### src/rtl/sin_channel_scheduler.sv
// sin_channel_scheduler
//
// Shares one synchronous sine-table ROM between NUM_CH tone channels. A free-running
// round-robin slot counter gives each channel one ROM read per frame of NUM_CH cycles. Each
// channel has a phase accumulator plus double-buffered FTW / phase-offset registers. Config
// writes land in the shadow copy, which is loaded into the active copy at every frame start.
//
// Optional build macro: SIN_SCHED_QUARTER_EN
//   Selects a quarter-wave ROM (2**(ADDR_W-2) entries). The address is mirrored in odd
//   quadrants and the returned data is inverted in the second half-wave.
//   The latency is the same as in the full-wave build.
//
// Ports
//   clk           clock
//   reset         asynchronous, active-high reset
//   ch_enable     per-channel run enable; a disabled channel clears its accumulator
//   cfg_we        single-cycle config write strobe
//   cfg_ch        channel addressed by cfg_we
//   cfg_ftw       frequency tuning word for the shadow register
//   cfg_phase     phase offset for the shadow register
//   rom_en        ROM read enable (one cycle after the slot)
//   rom_addr      ROM address (ADDR_W bits, or ADDR_W-2 in quarter-wave builds)
//   rom_data      ROM read data, valid the cycle after rom_en
//   sample_valid  single-cycle pulse qualifying sample_ch / sample_data
//   sample_ch     channel tag of the current sample (held between samples)
//   sample_data   unsigned offset-binary sample (held between samples)
//   frame_strobe  pulses alongside the rom_en slot of slot 0, even if channel 0 is disabled
module sin_channel_scheduler #(
  parameter int unsigned NUM_CH = 4,
  parameter int unsigned ADDR_W = 8,
  parameter int unsigned ACC_W  = 16,
  parameter int unsigned DATA_W = 12,
  localparam int unsigned CH_W  = (NUM_CH > 1) ? $clog2(NUM_CH) : 1
) (
  input  logic              clk,
  input  logic              reset,
  input  logic [NUM_CH-1:0] ch_enable,
  input  logic              cfg_we,
  input  logic [CH_W-1:0]   cfg_ch,
  input  logic [ACC_W-1:0]  cfg_ftw,
  input  logic [ADDR_W-1:0] cfg_phase,
  output logic              rom_en,
`ifdef SIN_SCHED_QUARTER_EN
  output logic [ADDR_W-3:0] rom_addr,
`else
  output logic [ADDR_W-1:0] rom_addr,
`endif
  input  logic [DATA_W-1:0] rom_data,
  output logic              sample_valid,
  output logic [CH_W-1:0]   sample_ch,
  output logic [DATA_W-1:0] sample_data,
  output logic              frame_strobe
);

`ifdef SIN_SCHED_QUARTER_EN
  localparam int unsigned RA_W = ADDR_W - 2;
`else
  localparam int unsigned RA_W = ADDR_W;
`endif
  localparam logic [CH_W-1:0] LastSlot = CH_W'(NUM_CH - 1);

  logic [CH_W-1:0]   slot_q;
  logic [ACC_W-1:0]  acc_q       [NUM_CH];
  logic [ACC_W-1:0]  ftw_act_q   [NUM_CH];
  logic [ACC_W-1:0]  ftw_shd_q   [NUM_CH];
  logic [ADDR_W-1:0] phase_act_q [NUM_CH];
  logic [ADDR_W-1:0] phase_shd_q [NUM_CH];

  logic              frame_start;
  logic [ACC_W-1:0]  cur_acc;
  logic [ACC_W-1:0]  cur_ftw;
  logic [ADDR_W-1:0] cur_phase;
  logic [ADDR_W-1:0] full_addr;
  logic [RA_W-1:0]   mapped_addr;
  logic              mapped_neg;

  // Issue stage / read stage / output stage registers
  logic              rom_en_q, frame_strobe_q, iss_neg_q;
  logic [RA_W-1:0]   rom_addr_q;
  logic [CH_W-1:0]   iss_ch_q, rd_ch_q, sample_ch_q;
  logic              rd_valid_q, rd_neg_q, sample_valid_q;
  logic [DATA_W-1:0] sample_data_q;

  assign frame_start = (slot_q == '0);

  always_comb begin
    cur_acc   = acc_q[slot_q];
    // At the frame boundary the shadow values are what get copied into the active set this
    // cycle, so slot 0 must already issue with them.
    cur_ftw   = frame_start ? ftw_shd_q[slot_q]   : ftw_act_q[slot_q];
    cur_phase = frame_start ? phase_shd_q[slot_q] : phase_act_q[slot_q];
    full_addr = cur_acc[ACC_W-1 -: ADDR_W] + cur_phase;
`ifdef SIN_SCHED_QUARTER_EN
    // Odd quadrants run the table backwards; the upper half-wave is the inverted lower one.
    mapped_addr = full_addr[ADDR_W-2] ? ~full_addr[ADDR_W-3:0] : full_addr[ADDR_W-3:0];
    mapped_neg  = full_addr[ADDR_W-1];
`else
    mapped_addr = full_addr;
    mapped_neg  = 1'b0;
`endif
  end

  // Slot counter, per-channel state and config registers
  always_ff @(posedge clk or posedge reset) begin
    if (reset) begin
      slot_q <= '0;
      for (int i = 0; i < NUM_CH; i++) begin
        acc_q[i]       <= '0;
        ftw_act_q[i]   <= '0;
        ftw_shd_q[i]   <= '0;
        phase_act_q[i] <= '0;
        phase_shd_q[i] <= '0;
      end
    end else begin
      slot_q <= (slot_q == LastSlot) ? '0 : slot_q + 1'b1;
      if (frame_start) begin
        ftw_act_q   <= ftw_shd_q;
        phase_act_q <= phase_shd_q;
      end
      if (cfg_we && (32'(cfg_ch) < NUM_CH)) begin
        ftw_shd_q[cfg_ch]   <= cfg_ftw;
        phase_shd_q[cfg_ch] <= cfg_phase;
      end
      // A disabled channel restarts from its phase offset when re-enabled
      acc_q[slot_q] <= ch_enable[slot_q] ? cur_acc + cur_ftw : '0;
    end
  end

  // Three-stage read pipeline: issue, ROM access, output register
  always_ff @(posedge clk or posedge reset) begin
    if (reset) begin
      rom_en_q       <= 1'b0;
      rom_addr_q     <= '0;
      frame_strobe_q <= 1'b0;
      iss_ch_q       <= '0;
      iss_neg_q      <= 1'b0;
      rd_valid_q     <= 1'b0;
      rd_ch_q        <= '0;
      rd_neg_q       <= 1'b0;
      sample_valid_q <= 1'b0;
      sample_ch_q    <= '0;
      sample_data_q  <= '0;
    end else begin
      rom_en_q       <= ch_enable[slot_q];
      frame_strobe_q <= frame_start;
      if (ch_enable[slot_q]) begin
        rom_addr_q <= mapped_addr;
        iss_ch_q   <= slot_q;
        iss_neg_q  <= mapped_neg;
      end
      rd_valid_q     <= rom_en_q;
      rd_ch_q        <= iss_ch_q;
      rd_neg_q       <= iss_neg_q;
      sample_valid_q <= rd_valid_q;
      if (rd_valid_q) begin
        sample_ch_q   <= rd_ch_q;
        sample_data_q <= rd_neg_q ? ~rom_data : rom_data;
      end
    end
  end

  assign rom_en       = rom_en_q;
  assign rom_addr     = rom_addr_q;
  assign frame_strobe = frame_strobe_q;
  assign sample_valid = sample_valid_q;
  assign sample_ch    = sample_ch_q;
  assign sample_data  = sample_data_q;

endmodule

### config.mk
export PLATFORM = sky130hd
export DESIGN_NAME = sin_channel_scheduler
export DESIGN_NICKNAME = d
export VERILOG_FILES = /design/src/rtl/sin_channel_scheduler.sv
export SDC_FILE = /design/constraint.sdc
export NUM_CORES = 1
export LEC_CHECK = 0
export ABC_AREA = 0
export BUFFER_PORTS_ARGS = -buffer_cell sky130_fd_sc_hd__buf_2
export CORE_MARGIN = 2
export CORE_UTILIZATION = 30
export CTS_CLUSTER_DIAMETER = 150
export DETAILED_ROUTE_END_ITERATION = 10
export GPL_TIMING_DRIVEN = 0
export PLACE_DENSITY = 0.54
export SYNTH_ARGS = -nofsm -noshare
export SYNTH_HDL_FRONTEND = slang
export SYNTH_SLANG_ARGS = --single-unit
export TNS_END_PERCENT = 50
### constraint.sdc
create_clock -name clk -period 8.6 [get_ports clk]
set_clock_uncertainty 0.15 [all_clocks]
set_input_delay 0.86 -clock clk [delete_from_list [all_inputs] [get_ports clk]]
set_output_delay 0.86 -clock clk [all_outputs]
set_load 0.02 [all_outputs]
# Word-level counts from Yosys, hierarchy flattened
# Cells that the tools add are included.
# totals
output_inout_bits,25
input_bits,45
register_bits,288
elab_cells,74
# op_classes
reduce_logical,3
bitwise_logic,2
eq_ne,1
muxes,30
n_addsub,3
n_lt_le_gt_ge,5
# ops
operator,count
$mux 16,10
$bwmux 64,2
$bmux 16 s2,3
$demux 16 s2,2
$mux 8,6
$bmux 8 s2,2
$bwmux 32,1
$add 16x16->16,1
$demux 8 s2,1
$add 8x8->8,1
$ge 3x3->1 const B,2
$lt 3x1->1 const B,2
$not 2->3,2
$lt 2x3->1 const B,1
$add 2x1->2 const B,1
$bmux 1 s2,1
$eq 2x2->1 const B,1
$logic_and 1x1->1,2
$logic_not 2->1,1
$mux 2,1
$mux 1,1

# Logic depth before layout (Yosys ltp)
# Gate-level depths: netlist of the first run.
# depth
depth_word,8
depth_mapped,19
ltp_nobuf,12

# Worst setup path before layout of the first run
# No wires, ideal clock.
# synth_timing
path_type,register -> register
from,reg slot_q[1]
to,reg acc_q[27] in the netlist's numbering
arrival_ns,4.220
setup_time_ns,0.087
period_less_slack_ns,4.457
n_path_buf,9
t_required_ns,8.363
setup_slack_ns,4.143
stages_incl_launch_ff,20
path_cell_list,dfrtp_1 > buf_2 > buf_2 > buf_2 > buf_2 > inv_1 > ha_1 > clkbuf_1 > clkbuf_1 > clkbuf_1 > buf_1 > nand2_1 > nand2_1 > ha_1 > a2111oi_2 > o21ai_1 > a211oi_2 > buf_4 > nand4_1 > o211ai_1
# synth_via
word_cells_on_any_way,22
classes_between,1 x add/sub; 2 x order compare; 16 x mux; 1 x bitwise; 2 x reduce/logical
# synth_lines
element,line,text
from (decl),62,logic [CH_W-1:0] slot_q;
from (signal assigned),115,slot_q <= (slot_q == LastSlot) ? '0 : slot_q + 1'b1;
$logic_not 2->1,84,assign frame_start = (slot_q == '0);
net frame_start,69,logic frame_start;
$mux 16,90,cur_ftw = frame_start ? ftw_shd_q[slot_q] : ftw_act_q[slot_q];
$add 16x16->16,125,acc_q[slot_q] <= ch_enable[slot_q] ? cur_acc + cur_ftw : '0;
$mux 16,125,
$bwmux 64,125,
"to (signal, indexed assignment)",125,
to (decl),63,logic [ACC_W-1:0] acc_q [NUM_CH];
# The timed path passes the listed nets, and every way through them passes these cells. The select of a mux whose other input is x is not followed.
# A chain may end at the register's enable or synchronous reset.

# Worst setup path in the final report of the first run
# Ends and elaborated chain as after synthesis.

==> results of run 1 <==
layout make-up:
cell class | count | area (sq um) | area share [%]
antenna | 1 | 2.50 | 0.0153
buffer | 62 | 275 | 1.69
clock buffer | 47 | 1000 | 6.13
clock inverter | 15 | 219 | 1.34
inverter | 13 | 52.6 | 0.322
multi-input combinational | 636 | 6310 | 38.7
sequential | 288 | 7210 | 44.1
tap | 600 | 751 | 4.60
timing repair buffer | 77 | 505 | 3.10
cells in the final DEF, fill, tap and decap left out, drive strengths merged, types with 3 or more instances in the layout:
master / netlist / final
inv: 12 / 13
nor2: 17 / 17
xor2: 6 / 6
o21ai: 14 / 14
a21o: 8 / 8
a211o: 5 / 5
clkbuf: 35 / 82
o32ai: 4 / 4
a2111o: 4 / 4
a211oi: 3 / 3
o2bb2ai: 4 / 4
and2: 3 / 3
nand4: 10 / 10
mux4: 64 / 64
mux2i: 5 / 5
dfrtp: 288 / 288
and4: 4 / 4
a21oi: 21 / 21
or3: 6 / 6
xnor2: 7 / 7
buf: 27 / 104
bufinv: 0 / 5
nand3b: 3 / 3
nor3: 5 / 5
clkinv: 1 / 9
o21a: 8 / 8
nand2: 91 / 91
nand3: 19 / 19
o211ai: 7 / 7
nor2b: 13 / 13
a31o: 4 / 4
a32oi: 4 / 4
a41o: 8 / 8
ha: 26 / 26
o41ai: 5 / 5
or4: 4 / 4
mux2: 235 / 235
a22oi: 4 / 4
and3: 4 / 4
cells in the mapped netlist, types with 5 or more instances:
library cell | count | area (sq um)
a41o_1 | 8 | 80.1
dfrtp_1 | 288 | 7210
a21oi_1 | 20 | 100
or3_1 | 6 | 37.5
mux2_2 | 235 | 2650
mux4_2 | 63 | 1420
a211o_1 | 5 | 43.8
nor2b_1 | 13 | 81.3
inv_1 | 12 | 45.0
mux2i_1 | 5 | 50.1
xor2_1 | 6 | 52.6
nand3_1 | 19 | 95.1
nand4_1 | 10 | 62.6
nor3_1 | 5 | 25.0
ha_1 | 26 | 325
a21o_1 | 8 | 60.1
xnor2_1 | 7 | 61.3
buf_2 | 19 | 95.1
clkbuf_1 | 35 | 131
o21ai_0 | 13 | 65.1
nand2_1 | 91 | 342
buf_1 | 5 | 18.8
o41ai_1 | 5 | 43.8
nor2_1 | 17 | 63.8
o211ai_1 | 7 | 52.6
o21a_1 | 8 | 60.1
worst min-delay path by stage:
stage               slack (ps)         end  depth (start not counted)   startpoint
finish                     220  rd_ch_q[0]                          0  iss_ch_q[0]
global route               240  rd_valid_q                          0       rom_en
CTS                        230  rd_ch_q[0]                          0  iss_ch_q[0]
detailed placement         220  rd_ch_q[0]                          0  iss_ch_q[0]
global placement           210  rd_valid_q                          0       rom_en
floorplan                  200  rd_ch_q[0]                          0  iss_ch_q[0]
report_power, final:
| part | internal, W | leakage [nW] | switching [W] |
|---|---|---|---|
| clock network | 0.000970 | 0.610 | 0.000593 |
| registers | 0.00168 | 3.47 | 0.000182 |
| logic | 0.000594 | 2.95 | 0.000631 |
logic make-up after synthesis:
family / after synthesis / synth area share, %
adders and majority gates: 28 / 2.64
and+or+nand+nor: 180 / 6.11
muxes: 304 / 29.9
DFF: 288 / 52.1
AOI/OAI and AO/OA: 111 / 6.07
xor gates and xnor gates: 13 / 0.823
buffers and inverters: 75 / 2.34
worst max-delay path: cells and delay by family, from the launching register on:
kind | cells | cell delay, ps
AOI/OAI and AO/OA | 4 | 1350
adders and majority gates | 2 | 580
buffers and inverters | 10 | 3560
DFF | 1 | 400
and+or+nand+nor | 3 | 390
per-stage QoR:
stage / utilization (%) / hold WS [ps] / cell area, sq um / cells / worst slack (ps)
2_1_floorplan: - / 204 / 13800 / 999 / 3770
3_5_place_dp: 33.2 / 217 / 15100 / 1676 / 2080
3_3_place_gp: 32.8 / 210 / 14900 / 1668 / 1880
5_1_grt: 35.9 / 236 / 16300 / 1739 / 1630
6_report: 35.9 / 223 / 16300 / 1739 / 2080
4_1_cts: 35.9 / 230 / 16300 / 1738 / 2040
flip-flops by register name (all words and copies together), names as in the netlist, 8 cells and up:
signal and flops:
acc_q 64, phase_act_q 32, phase_shd_q 32, rom_addr 8
sample_data 12, ftw_shd_q 64, ftw_act_q 64
metal layers:
metal	wire length (um)	part of all wire, %
met1	16800	47
met2	16600	46
met3	1520	4.2
met4	910	2.5
met5	0	0
==> impl_metrics.json, run 1 <==
{
  "status": "finished clean",
  "setup_viol": 0,
  "syn_nets": 1072,
  "power.density_nw_per_um2": 285,
  "tightest_slew_ps": 1100,
  "grt-ovfl-total": 0,
  "path_class": "reg -> reg",
  "crit_path_end_kind": "register",
  "cts.sinks": 288,
  "syn_to_final_growth_pct": 18.0,
  "final_nets": 1185,
  "grt_usage_pct": 15.4,
  "crit_fanout": 10,
  "cts_buffer_depth": 3,
  "grt_max_degree": 42,
  "antenna_found_initial": 1,
  "period_share_pct": 75.8,
  "max_cap_viol_count": 0,
  "dr.pass1.iters": 5,
  "hold_buffers": 0,
  "grt-busiest-layer": "met2",
  "rr_startpoint": "slot_q[1]",
  "hold_path.class": "reg -> reg",
  "initial_core_util_pct": 30.4,
  "dp_hpwl_um": 24700,
  "drt_drc_violations_left": 0,
  "clockRootBuffer": "clkbuf_16",
  "gr-usage-met1_pct": 21.4,
  "die_y_um": 219,
  "grt_pass1_wl_um": 55800,
  "ios": 70,
  "synthesis.area_sq_um": 13800,
  "ys_warn_count": 0,
  "core_sq_um": 45500,
  "syn-instance-count": 999,
  "crit_chain": "buf_2, buf_2, buf_2, buf_2, inv_1, ha_1, clkbuf_1, clkbuf_1, clkbuf_1, buf_1, nand2_1, nand2_1, ha_1, a2111oi_2, o21ai_1, a211oi_2, buf_4, nand4_1, o211ai_1",
  "fmax_ghz": 0.153,
  "synthFlopType": "dfrtp_1",
  "synth_enable_flop_cells": 0,
  "rsz0062_at_grt": "no",
  "wire_per_inst_um": 20.6,
  "drive_gt1_share_pct": 40.9,
  "cts_resized": 0,
  "dieArea_sq_um": 47900,
  "worstPathRequired_ps": 8900,
  "clk_pin_slew_ps": 60,
  "worst_ir_drop_vdd_uv": 127,
  "wl_um": 35800,
  "cpMostUsedCell": "buf_2",
  "r2r_cells": 19,
  "period_minus_slack_ps": 6520,
  "synth.avg_cell_area_sq_um": 13.9,
  "via_per_inst": 5.06,
  "cpPeakStageDelay_ps": 590,
  "cts_buffers": 34,
  "critPathSlowestCell": "clkbuf_1",
  "placementRows": 78,
  "seq_area_frac_synth_pct": 52.1,
  "clk_latency_ps": 540,
  "slew_viol_final": 0,
  "reg2reg_slack_ps": 2080,
  "portBuffers": 69,
  "htreeDepth": 2,
  "cts_tree": "done",
  "hold_viol_final": 0,
  "vias": 8807,
  "met3_usage_pct": 2.76,
  "crit_path_end": "acc_q[27]",
  "cts_setup_buffers": 0,
  "grt_pass1_vias": 9296,
  "fin_tns_setup_ps": 0,
  "fp.dieW_um": 219,
  "synth_seq_cells": 288,
  "relSlewSlack_pct": 25.9,
  "crit_start": "slot_q[1]",
  "synthArstFlopShare_pct": 100,
  "cp.arrival_ps": 6820,
  "worstReg2RegEnd": "acc_q[27]",
  "drt_iter0_drc": 446,
  "routabilityCongestion": 0.843,
  "ys_types": 54,
  "total_power_w": 0.00465,
  "ant_nets": 0,
  "met2_usage_pct": 24.3,
  "p_leak_nw": 7.03,
  "crit_path_start_kind": "register",
  "fillers": 4502
}
(Power assumes the default switching activity.)
==> run 2, diff against run 1 <==
==> constraint.sdc (replaced) <==
create_clock -name clk -period 5.8 [get_ports clk]
set_clock_uncertainty 0.15 [all_clocks]
set_input_delay 0.58 -clock clk [delete_from_list [all_inputs] [get_ports clk]]
set_output_delay 0.58 -clock clk [all_outputs]
set_load 0.02 [all_outputs]
==> run 2 against run 1 <==
- via count hardly changed
- count of clock-buffer cells in the layout stayed put
- power is 49% higher
- register-to-register slack worse by 1700 ps
- global-route usage is 0.099 points lower
- sequential cell count stayed put
==> impl_metrics.json, run 2 (same netlist as run 1, synthesis figures left out) <==
{
  "vias": 8806,
  "dp_hpwl_um": 24700,
  "antenna_found_initial": 1,
  "cts_buffer_depth": 3,
  "period_minus_slack_ps": 5430,
  "rsz0062_at_grt": "no",
  "die_y_um": 219,
  "portBuffers": 69,
  "cts_buffers": 34,
  "crit_chain": "buf_6, buf_2, clkbuf_4, buf_2, inv_1, ha_1, clkbuf_1, clkbuf_4, buf_2, nand2_1, nand2_1, ha_1, a2111oi_2, o21ai_1, a211oi_4, buf_4, nand4_1, o211ai_1",
  "max_cap_viol_count": 0,
  "placementRows": 78,
  "final_area_sq_um": 16400,
  "worst_ir_drop_vdd_uv": 191,
  "power.density_nw_per_um2": 423,
  "total_power_w": 0.00691,
  "tightest_slew_ps": 994,
  "setup_viol": 0,
  "critPathSlowestCell": "a211oi_4",
  "drive_gt1_share_pct": 41.2,
  "p_leak_nw": 7.04,
  "largestRegisters": "acc_q x64, ftw_act_q x64, ftw_shd_q x64",
  "gr-usage-met1_pct": 21.4,
  "fin_tns_setup_ps": 0,
  "grt_pass1_wl_um": 55500,
  "met2_usage_pct": 24.1,
  "crit_fanout": 19,
  "wl_um": 35500,
  "met3_usage_pct": 2.55,
  "wire_per_inst_um": 20.5,
  "dieArea_sq_um": 47900,
  "cts_setup_buffers": 0,
  "clockRootBuffer": "clkbuf_16",
  "layout_common_cells": "dfrtp_1, mux2_2, nand2_1",
  "ant_nets": 0,
  "drt_drc_violations_left": 0,
  "via_per_inst": 5.07,
  "ios": 70,
  "layout_commonest_cell": "dfrtp_1",
  "fp.dieW_um": 219,
  "crit_path_start_kind": "register",
  "path_class": "reg -> reg",
  "placed_area_sq_um": 15100,
  "cts.sinks": 288,
  "cpPeakStageDelay_ps": 450,
  "final_nets": 1183,
  "initial_core_util_pct": 30.4,
  "cpMostUsedCell": "buf_2",
  "grt-ovfl-total": 0,
  "worstPathRequired_ps": 6100,
  "hold_path.class": "in -> reg",
  "drt_iter0_drc": 430,
  "slew_viol_final": 0,
  "grt_usage_pct": 15.3,
  "reg2reg_slack_ps": 370,
  "period_share_pct": 93.6,
  "routabilityCongestion": 0.843,
  "hold_viol_final": 0,
  "core_sq_um": 45500,
  "crit_path_end_kind": "register",
  "clk_pin_slew_ps": 60,
  "htreeDepth": 2,
  "status": "finished clean",
  "dp_slack_ps": -720,
  "grt-busiest-layer": "met2",
  "syn_to_final_growth_pct": 18.2,
  "grt_max_degree": 42,
  "hold_ws_ps": 126,
  "cp.arrival_ps": 5730,
  "fmax_ghz": 0.184,
  "relSlewSlack_pct": 33.8,
  "clk_latency_ps": 540,
  "cts_tree": "done",
  "fin_ws_ps": 374,
  "grt_pass1_vias": 9281,
  "dr.pass1.iters": 5
}
==> run 2: worst max-delay path: cells and delay by family, from the launching register on <==
family                   cells  cell delay [ps]
adder cells (fa/ha/maj)      2              700
AND/OR/NAND/NOR              3              310
flip-flops                   1              380
buffers and inverters        9             2500
AO/OA/AOI/OAI                4             1280
==> run 2: power by group <==
part / total (W) / switching (W) / leakage (nW) / internal [W]
clock network: 0.00232 / 0.000878 / 0.610 / 0.00144
logic: 0.00183 / 0.000944 / 2.96 / 0.000888
registers: 0.00276 / 0.000269 / 3.47 / 0.00249
==> run 2: metrics by stage <==
step	util (%)	std cells
CTS	35.9	1737
floorplan	-	999
global route	36.0	1737
global placement	32.8	1668
finish	36.0	1737
detailed placement	33.2	1676
==> run 2: layer usage <==
metal | up-vias | part of all wire, %
met5 | - | 0
met4 | 0 | 2.6
met3 | 57 | 3.9
met2 | 182 | 46
met1 | 4610 | 47
li1 | 3957 | -
==> run 2: final cells by class <==
type	count	area, sq um
Clock buffer	47	1000
Clock inverter	15	219
Timing Repair Buffer	78	515
Antenna cell	1	2.50
Buffer	59	274
Tap cell	600	751
Multi-Input combinational cell	636	6330
Inverter	13	56.3
Sequential cell	288	7210
Fill cell	4499	29100
==> run 2: final timing paths <==
check / startpoint / endpoint / depth (start not counted)
max: slot_q[0] / acc_q[27] / 18
min: rom_data[6] / sample_data[6] / 2
max reg2reg: slot_q[0] / acc_q[27] / 18
min reg2reg: iss_ch_q[0] / rd_ch_q[0] / 0
max in group asynchronous: reset / ftw_shd_q[37] / 6
min in group asynchronous: reset / sample_data[8] / 3
==> run 2: repair_timing <==
item,CTS,global route
hold buffers,1,0
gates resized for setup,3,8
cloned,0,0
setup endpoints to repair,41,22
pin swaps,0,0
hold endpoints to repair,19,0
==> run 3, diff against run 2 <==
--- a/config.mk
+++ b/config.mk
@@ -12,6 +12,7 @@
 export CTS_CLUSTER_DIAMETER = 150
 export DETAILED_ROUTE_END_ITERATION = 10
 export GPL_TIMING_DRIVEN = 0
+export MAX_ROUTING_LAYER = met4
 export PLACE_DENSITY = 0.54
 export SYNTH_ARGS = -nofsm -noshare
 export SYNTH_HDL_FRONTEND = slang
==> run 3 against run 2 <==
- combinational power hardly changed
- count of clock-buffer cells in the layout stayed put
- sequential share of layout area stayed put
- sequential cell count stayed put
- via count hardly changed
- cell count stayed put
- critical endpoint is now acc_q[43]
- highest routed layer unchanged
==> impl_metrics.json, run 3 (same netlist as run 1, synthesis figures left out) <==
{
  "status": "finished clean",
  "hold_viol_final": 0,
  "placementRows": 78,
  "dieArea_sq_um": 47900,
  "cts_buffers": 34,
  "dr.pass1.iters": 4,
  "dp_slack_ps": -720,
  "die_y_um": 219,
  "cts_buffer_depth": 3,
  "htreeDepth": 2,
  "worstPathRequired_ps": 6100,
  "grt_pass1_vias": 9281,
  "rr_startpoint": "slot_q[0]",
  "grt_usage_pct": 15.7,
  "p_leak_nw": 7.04,
  "routabilityCongestion": 0.856,
  "relSlewSlack_pct": 34.2,
  "largestRegisters": "acc_q x64, ftw_act_q x64, ftw_shd_q x64",
  "core_sq_um": 45500,
  "max_cap_viol_count": 0,
  "syn_to_final_growth_pct": 18.2,
  "fin_ws_ps": 340,
  "crit_start": "slot_q[0]",
  "portBuffers": 69,
  "crit_path_end": "acc_q[43]",
  "fp.dieW_um": 219,
  "layout_common_cells": "dfrtp_1, mux2_2, nand2_1",
  "crit_path_end_kind": "register",
  "wl_um": 35500,
  "period_share_pct": 94.1,
  "drt_drc_violations_left": 0,
  "grt_max_degree": 42,
  "total_power_w": 0.00691,
  "setup_viol": 0,
  "path_class": "reg -> reg",
  "grt_pass1_wl_um": 55500,
  "ios": 70,
  "dp_hpwl_um": 24700,
  "clk_latency_ps": 540,
  "cts.sinks": 288,
  "via_per_inst": 5.07,
  "wire_per_inst_um": 20.4,
  "crit_fanout": 19,
  "cp.arrival_ps": 5760,
  "ant_nets": 0,
  "initial_core_util_pct": 30.4,
  "tightest_slew_ps": 988,
  "drt_iter0_drc": 486,
  "hold_path.class": "in -> reg",
  "fin_tns_setup_ps": 0,
  "clockRootBuffer": "clkbuf_16",
  "rsz0062_at_grt": "no",
  "r2r_cells": 18,
  "worst_ir_drop_vdd_uv": 188,
  "power.density_nw_per_um2": 423,
  "cts_tree": "done",
  "antenna_found_initial": 1,
  "hold_start": "rom_data[6]",
  "crit_path_start_kind": "register",
  "clk_pin_slew_ps": 60,
  "layout_commonest_cell": "dfrtp_1",
  "reg2reg_slack_ps": 340,
  "fmax_ghz": 0.183,
  "period_minus_slack_ps": 5460,
  "grt-ovfl-total": 0,
  "vias": 8802,
  "slew_viol_final": 0,
  "fillers": 4499,
  "final_nets": 1183,
  "drive_gt1_share_pct": 41.2,
  "worstReg2RegEnd": "acc_q[43]",
  "cts_setup_buffers": 0
}
run 3: cell counts in the layout (fill, tap and decap cells not counted):
No cell type changed its count.
run 3: how the worst min path moves through the flow:
stage | cells past startpoint | endpoint
finish | 2 | sample_data[6]
global route | 2 | sample_data[10]
CTS | 2 | sample_data[6]
detailed placement | 0 | rd_ch_q[0]
global placement | 0 | rd_valid_q
floorplan | 0 | rd_ch_q[0]
run 3: per-layer routing:
metal / share of wire [%] / up-vias / GRT usage (%)
met5: 0 / - / -
met4: 2.6 / 0 / 4.75
met3: 4.0 / 60 / 2.46
met2: 47 / 188 / 24.1
met1: 47 / 4595 / 21.5
li1: - / 3959 / -
run 3: timing repair:
item                                    CTS  global route
hold endpoints to repair                 19             0
gates resized for setup                   3             8
hold buffers                              1             0
endpoints found under the setup margin   41            22
cloned                                    0             0
pin swaps                                 0             0
run 3: critical path: stages (launching register included):
cell	delay [ps]
dfrtp_1	380
buf_6	180
buf_2	330
clkbuf_4	390
buf_2	360
inv_1	150
ha_1	320
clkbuf_1	260
clkbuf_4	320
buf_2	270
nand2_1	90
nand2_1	110
ha_1	380
a2111oi_2	420
o21ai_1	260
a211oi_4	450
buf_4	250
nand4_1	120
o211ai_1	150
run 3: per-stage QoR:
step | instances | hold slack (ps) | utilization, % | instance area, sq um
final | 1737 | 124 | 36.0 | 16400
after floorplan | 999 | 204 | - | 13800
after CTS | 1737 | 106 | 35.9 | 16300
after global routing | 1737 | 116 | 36.0 | 16400
after detailed placement | 1676 | 217 | 33.2 | 15100
after global placement | 1668 | 210 | 32.8 | 14900
run 3: power by group:
group          total, W  switching [W]  internal [W]
registers       0.00276       0.000269       0.00249
clock network   0.00232       0.000880       0.00144
logic           0.00183       0.000944      0.000888
run 3: cell type report:
cell class	instances	area (sq um)	share of cell area, %
flip-flops and latches	288	7210	44.1
multi-input cells	636	6330	38.7
clock buffers	47	1000	6.12
well taps	600	751	4.59
repair buffers	78	515	3.15
plain buffers	59	274	1.68
clock inverters	15	219	1.34
inverters	13	56.3	0.344
diodes	1	2.50	0.0153
